`config.mk`:
```
export PLATFORM = sky130hd
export DESIGN_NAME = ctrl
export DESIGN_NICKNAME = d
export VERILOG_FILES = /design/src/rtl/ctrl.sv
export SDC_FILE = /design/constraint.sdc
export NUM_CORES = 1
export LEC_CHECK = 0
export ABC_AREA = 1
export CELL_PAD_IN_SITES_DETAIL_PLACEMENT = 0
export CELL_PAD_IN_SITES_GLOBAL_PLACEMENT = 1
export CORE_UTILIZATION = 34
export CTS_BUF_LIST = sky130_fd_sc_hd__clkbuf_16
export CTS_CLUSTER_DIAMETER = 30
export DETAILED_ROUTE_END_ITERATION = 8
export PLACE_DENSITY_LB_ADDON = 0.1
export SYNTH_ARGS = -nofsm -noshare
export SYNTH_HDL_FRONTEND = slang
export SYNTH_SLANG_ARGS = --single-unit
export TNS_END_PERCENT = 20
```
`constraint.sdc`:
```
create_clock -name clk -period 1.55 [get_ports clk]
set_input_delay 0.155 -clock clk [delete_from_list [all_inputs] [get_ports clk]]
set_output_delay 0.155 -clock clk [all_outputs]
set_load 0.01 [all_outputs]
```
`src/rtl/ctrl.sv`:
```
// Pipeline control: fetch PC sequencing, redirect/hold arbitration and sticky status.
// Latency: hold/flush outputs are combinational; pc, state, counters and flags update one edge later.
// Backpressure: hold2ctrl freezes pc and the front pipeline registers; a jump always overrides a hold.
module ctrl #(
  parameter logic [31:0] RESET_PC = 32'h0000_0000,
  parameter logic [31:0] TRAP_PC  = 32'h0000_0100,
  parameter int          HOLD_MAX = 16
) (
  input  logic        clk,
  input  logic        rst,
  input  logic [31:0] jump_addr2ctrl,
  input  logic        jump_en2ctrl,
  input  logic        hold2ctrl,
  output logic [31:0] pc,
  output logic        hold_pc,
  output logic        hold_id_ex,
  output logic        flush_if_id,
  output logic        flush_id_ex,
  output logic [1:0]  state,
  output logic [15:0] redirect_cnt,
  output logic        misalign,
  output logic        hold_timeout
);

  typedef enum logic [1:0] {
    RUN      = 2'b00,
    HOLD     = 2'b01,
    REDIRECT = 2'b10
  } state_t;

  localparam logic [7:0] HOLD_MAX_C = 8'(HOLD_MAX);

  state_t      cur_state;
  state_t      nxt_state;
  logic [7:0]  hold_cnt;
  logic [7:0]  hold_cnt_nxt;
  logic [31:0] pc_nxt;
  logic        hold_acc;
  logic        jump_bad;

  assign state    = cur_state;
  // A jump always wins over a concurrent hold; the hold is re-sampled in REDIRECT.
  assign hold_acc = hold2ctrl && !jump_en2ctrl;
  assign jump_bad = jump_en2ctrl && (jump_addr2ctrl[1:0] != 2'b00);

  // Next-state, next-pc and the combinational hold/flush controls.
  always_comb begin
    nxt_state    = RUN;
    pc_nxt       = pc + 32'd4;
    hold_cnt_nxt = 8'd0;
    hold_pc      = 1'b0;
    hold_id_ex   = 1'b0;
    flush_if_id  = 1'b0;
    flush_id_ex  = 1'b0;

    if (jump_en2ctrl) begin
      nxt_state = REDIRECT;
      pc_nxt    = jump_bad ? TRAP_PC : jump_addr2ctrl;
    end else if (hold2ctrl) begin
      nxt_state    = HOLD;
      pc_nxt       = pc;
      hold_cnt_nxt = (hold_cnt == 8'hFF) ? hold_cnt : hold_cnt + 8'd1;
    end

    // Outputs are suppressed entirely during reset so nothing leaks past release.
    if (!rst) begin
      if (jump_en2ctrl) begin
        flush_if_id = 1'b1;
        flush_id_ex = 1'b1;
      end else begin
        // The word fetched from the old path in the redirect cycle is stale.
        if (cur_state == REDIRECT) flush_if_id = 1'b1;
        if (hold2ctrl) begin
          hold_pc    = 1'b1;
          hold_id_ex = 1'b1;
        end
      end
    end
  end

  // State register, pc and hold counter.
  always_ff @(posedge clk) begin
    if (rst) begin
      cur_state <= RUN;
      pc        <= RESET_PC;
      hold_cnt  <= 8'd0;
    end else begin
      cur_state <= nxt_state;
      pc        <= pc_nxt;
      hold_cnt  <= hold_cnt_nxt;
    end
  end

  // Redirect counter (saturating) and sticky status flags, cleared only by reset.
  always_ff @(posedge clk) begin
    if (rst) begin
      redirect_cnt <= 16'd0;
      misalign     <= 1'b0;
      hold_timeout <= 1'b0;
    end else begin
      if (jump_en2ctrl && (redirect_cnt != 16'hFFFF)) redirect_cnt <= redirect_cnt + 16'd1;
      if (jump_bad) misalign <= 1'b1;
      if (hold_acc && (hold_cnt_nxt == HOLD_MAX_C)) hold_timeout <= 1'b1;
    end
  end

endmodule

```
==> Yosys cells after proc, flatten, opt, wreduce, memory -nomap -nowiden <==
Index checks and enable logic that the tools add are counted.
{ "classes": {"n_addsub": 3, "eq_ne": 5, "n_mux": 16, "n_reduce_logical": 7} }
{ "ops": {"columns": ["op", "n"], "rows": [
  ["32-bit 2-to-1 mux", 3],
  ["32-bit by 3-bit adder with 32-bit output (second input constant)", 1],
  ["8-bit 2-to-1 mux", 3],
  ["16-bit by 1-bit adder with 16-bit output (second input constant)", 1],
  ["16-bit inequality test (second input constant)", 1],
  ["1-bit 2-to-1 mux", 9],
  ["8-bit by 1-bit adder with 8-bit output (second input constant)", 1],
  ["8-bit by 5-bit == test with 1-bit output (second input constant)", 1],
  ["8-bit == test (second input constant)", 1],
  ["1-bit logical AND", 4],
  ["2-bit == test (second input constant)", 1],
  ["2-bit 2-to-1 mux", 1],
  ["2-bit inequality test (second input constant)", 1],
  ["2-bit nonzero test", 1],
  ["2-bit OR reduction", 1],
  ["1-bit logical NOT", 1]
]} }
{ "totals": {"regBits": 60, "output_inout_bits": 56} }

==> Longest topological paths before layout <==
{ "logic_depth": {"word_depth": 6, "ltp_mapped": 11, "ltp_nobuf": 11} }

==> Worst setup path before layout <==
Ideal clock, no wire load.
{ "synth_path": {"kind": "flip-flop to flip-flop", "startpoint": "register redirect_cnt[0]", "endpoint": "register redirect_cnt[2]", "setup_ps": 115, "arrival_time_ps": 1401, "t_required_ps": 1435, "path_slack_ps": 34, "stages_incl_launch_ff": 9, "synth_period_minus_slack_ps": 1516, "path_cell_list": "dfxtp_1 -> ha_1 -> nand3_1 -> nor2_2 -> nand3_1 -> nand2_1 -> buf_4 -> o21ai_0 -> and3_1"} }
{ "synth_between": {"elab_chain_cells": 2} }
{ "synth_rtl": {"columns": ["element", "line", "source"], "rows": [
  ["start: declaration", "20", "output logic [15:0] redirect_cnt,"],
  ["start signal: assignment", "101", "if (jump_en2ctrl && (redirect_cnt != 16'hFFFF)) redirect_cnt <= redirect_cnt + 16'd1;"],
  ["parallel branches: the longest is 2 deep, another holds 16-bit by 1-bit adder with 16-bit output", null, null]
]} }
Several ways; the timed one is not identified.
A chain may end at the register's enable or synchronous reset.

==> Final worst setup path <==
{ "layout_path": {"startpoint": "register pc[15]", "endpoint": "output pc[15]"} }
{ "layout_rtl": {"columns": ["element", "line", "source"], "rows": [
  ["start: declaration", "14", "output logic [31:0] pc,"],
  ["start signal: assignment", "89", "pc <= pc_nxt;"]
]} }
No word-level cell between the ends.

==> impl_metrics.tcl <==
set metrics [dict create \
    critical_path.slowest_cell "clkdlybuf4s50_1" \
    ios 92 \
    async_flop_share 0 \
    synthFlopType "dfxtp_1" \
    fin_ws_ns 0.0357 \
    synth_cell_types 35 \
    core_area_um2 10400 \
    met2_length_um 6280 \
    dr.max_layer_used "met4" \
    vias 4279 \
    clock_latency_ns 0.33 \
    area_growth_pct 53.9 \
    initial_core_util 0.353 \
    layout-drive-gt1-share 0.198 \
    grt_overflow 0 \
    ctsRootBufferMaster "clkbuf_16" \
    antenna_cells 0 \
    worst_pin_slew_ns 0.378 \
    slew_violations 0 \
    preCtsSetupSlack_ns -0.303 \
    yosys_warnings 0 \
    maxSlewHeadroom 0.748 \
    vias_per_cell 4.96 \
    synth_nets 612 \
    post-cts-setup-buffers 0 \
    cts_tree "built" \
    nFillCells 1077 \
    avgSynthCellArea_um2 6.39 \
    syn_inst 573 \
    clockBufferDepth 2 \
    grt_max_degree 36 \
    start_kind "register" \
    fmax_mhz 660 \
    place_hpwl_um 9160 \
    cp.arrival_ns 1.36 \
    rr_startpoint "redirect_cnt[1]$_SDFFE_PP0P_" \
    firstDrtPassIters 5 \
    grt_pass1_vias 4007 \
    whs_ns 0.312 \
    hold_viol_final 0 \
    htreeDepth 3 \
    antenna_found_initial 0 \
    crit_required_ns 1.39 \
    ctsHoldBuffers 0 \
    syn_area_um2 3660 \
    wl_met1_um 5370 \
    grt_pass1_wl_um 19700 \
    met3_wirelength_um 476 \
    critPathCaptureType "output pin" \
    cp_max_fo 4 \
    wl_per_cell_um 14.3 \
    gr-usage-all-layers 0.225 \
    status "complete, no violations" \
    min-delay-start "jump_en2ctrl" \
    drc 0 \
    hold_class "in -> reg" \
    crit_type "reg -> out" \
    power_density_nw_per_um2 792 \
    setup_violations 0 \
    drv_cap 0 \
    area.sequential_um2 1230 \
    critical-path-max-stage-delay_ns 0.53 \
    portBuffers 91 \
    period_share 0.977 \
    wl_um 12300 \
    synth-seq-cells 60 \
    place_congestion 0.868 \
    rows 37 \
    fin_skew_ns 0.00917 \
    finalSetupTns_ns 0 \
    dieArea_um2 11200 \
    path_cells "buf_4 -> clkdlybuf4s50_1" \
    postRouteAntennaNets 0 \
    cts_buffers 9 \
    die_y_um 106 \
    finalCriticalPeriod_ns 1.51 \
    synth-edff-count 0 \
    die_w_um 106 \
    multi_input_area_um2 2230 \
    power_mw 4.46 \
    first_iter_violations 152 \
    yosysSeqAreaShare 0.328 \
    cp-startpoint "pc[15]$_SDFFE_PP0N_" \
    clkSlewWorstSetupHoldPaths_ns 0.05 \
    cts_num_sinks 60 \
    ir_drop_v 0.000345 \
    layout.nets 760 \
    p_leak_nw 2.37 \
]
==> power by group <==
part | total [mW] | switching, mW | leakage [nW] | internal (mW)
Clock | 2.11 | 0.723 | 0.158 | 1.39
Sequential | 1.67 | 0.0613 | 0.498 | 1.61
Combinational | 0.683 | 0.326 | 1.71 | 0.358
==> placed cells by master (no fill, tap or decap), types with 2 or more instances in the layout <==
cell type / n
clkdlybuf4s50_1: 79
nor3_1: 8
nor2_2: 13
dfxtp_2: 18
clkbuf_16: 9
nand2_1: 142
dlygate4sd2_1: 4
o21bai_1: 2
nor3_2: 2
buf_4: 66
ha_4: 2
o311ai_0: 2
nand3b_1: 6
dlymetal6s2s_1: 8
clkinv_2: 3
a311oi_1: 2
buf_12: 2
nor2_4: 4
a31oi_1: 23
inv_2: 4
nand2_2: 8
nor2_1: 62
nand3_2: 3
o211ai_1: 3
nand4_1: 8
bufinv_16: 2
o21ai_1: 3
dfxtp_1: 41
buf_6: 2
xnor2_1: 5
xor2_1: 14
a21oi_1: 40
inv_1: 53
o21ai_0: 38
nand3_1: 33
==> metrics by stage <==
step | instance area, um2 | utilization | std cells
floorplan | 3660 | - | 573
global placement | 5180 | 0.499 | 846
detailed placement | 5180 | 0.499 | 846
CTS | 5520 | 0.532 | 862
global route | 5630 | 0.543 | 862
finish | 5630 | 0.543 | 862
==> path summary, 6_finish.rpt <==
check	end	slack (ns)	cells after the start
min	state[1]$_SDFF_PP0_	0.31	4
min reg2reg	pc[0]$_SDFFE_PP0P_	0.45	2
max	pc[15]	0.04	2
max reg2reg	redirect_cnt[2]$_SDFFE_PP0P_	0.12	8
==> what timing repair did <==
action,4_1_cts,5_1_grt
cloned,0,0
pin swaps,2,5
resized for setup,18,47
setup endpoints to repair,25,38
==> cell usage after synthesis, drive strengths merged, types with 3 or more instances <==
cell	count	area share
nand2	150	0.16
xnor2	5	0.012
inv	57	0.059
nor3	10	0.015
dfxtp	60	0.33
a31oi	23	0.039
ha	3	0.010
nor2	79	0.086
clkbuf	15	0.015
nand3b	7	0.018
nand4	8	0.014
xor2	14	0.034
o21ai	41	0.056
o211ai	3	0.0062
nand3	37	0.054
a21oi	40	0.055
buf	9	0.016
==> critical path: cells and delay by family (launching register included) <==
kind	cells	cell delay [ns]
buffers and inverters	2	0.67
flip-flops	1	0.36
==> sequential cells by signal, indices dropped and copies added, names as in the netlist <==
| signal | count |
|---|---|
| hold_cnt | 8 |
| hold_timeout | 1 |
| misalign | 1 |
| state | 2 |
| redirect_cnt | 16 |
| pc | 32 |
==> cell type report <==
cell class                      count  share of cell area
Clock inverter                      7              0.0147
Inverter                           57              0.0384
Multi-Input combinational cell    432               0.396
Timing Repair Buffer              161               0.263
Clock buffer                        9              0.0400
Sequential cell                    60               0.218
Tap cell                          136              0.0302
==> metal layers <==
metal / GRT usage / up-vias
li1: - / 2201
met1: 0.270 / 1978
met2: 0.405 / 90
met3: 0.0396 / 10
met4: 0.0714 / 0
met5: 0 / -
==> logic make-up (layout without fill, tap and decap cells) <==
logic type      Yosys count  count (layout)  synth area share
simple gates            294             294             0.349
compound gates          116             116             0.177
buf+inv                  81             234            0.0906
flops                    60              60             0.328
xor+xnor                 19              19            0.0455
fa+ha+maj                 3               3            0.0103
No activity file was read; power rests on OpenSTA's default activity.
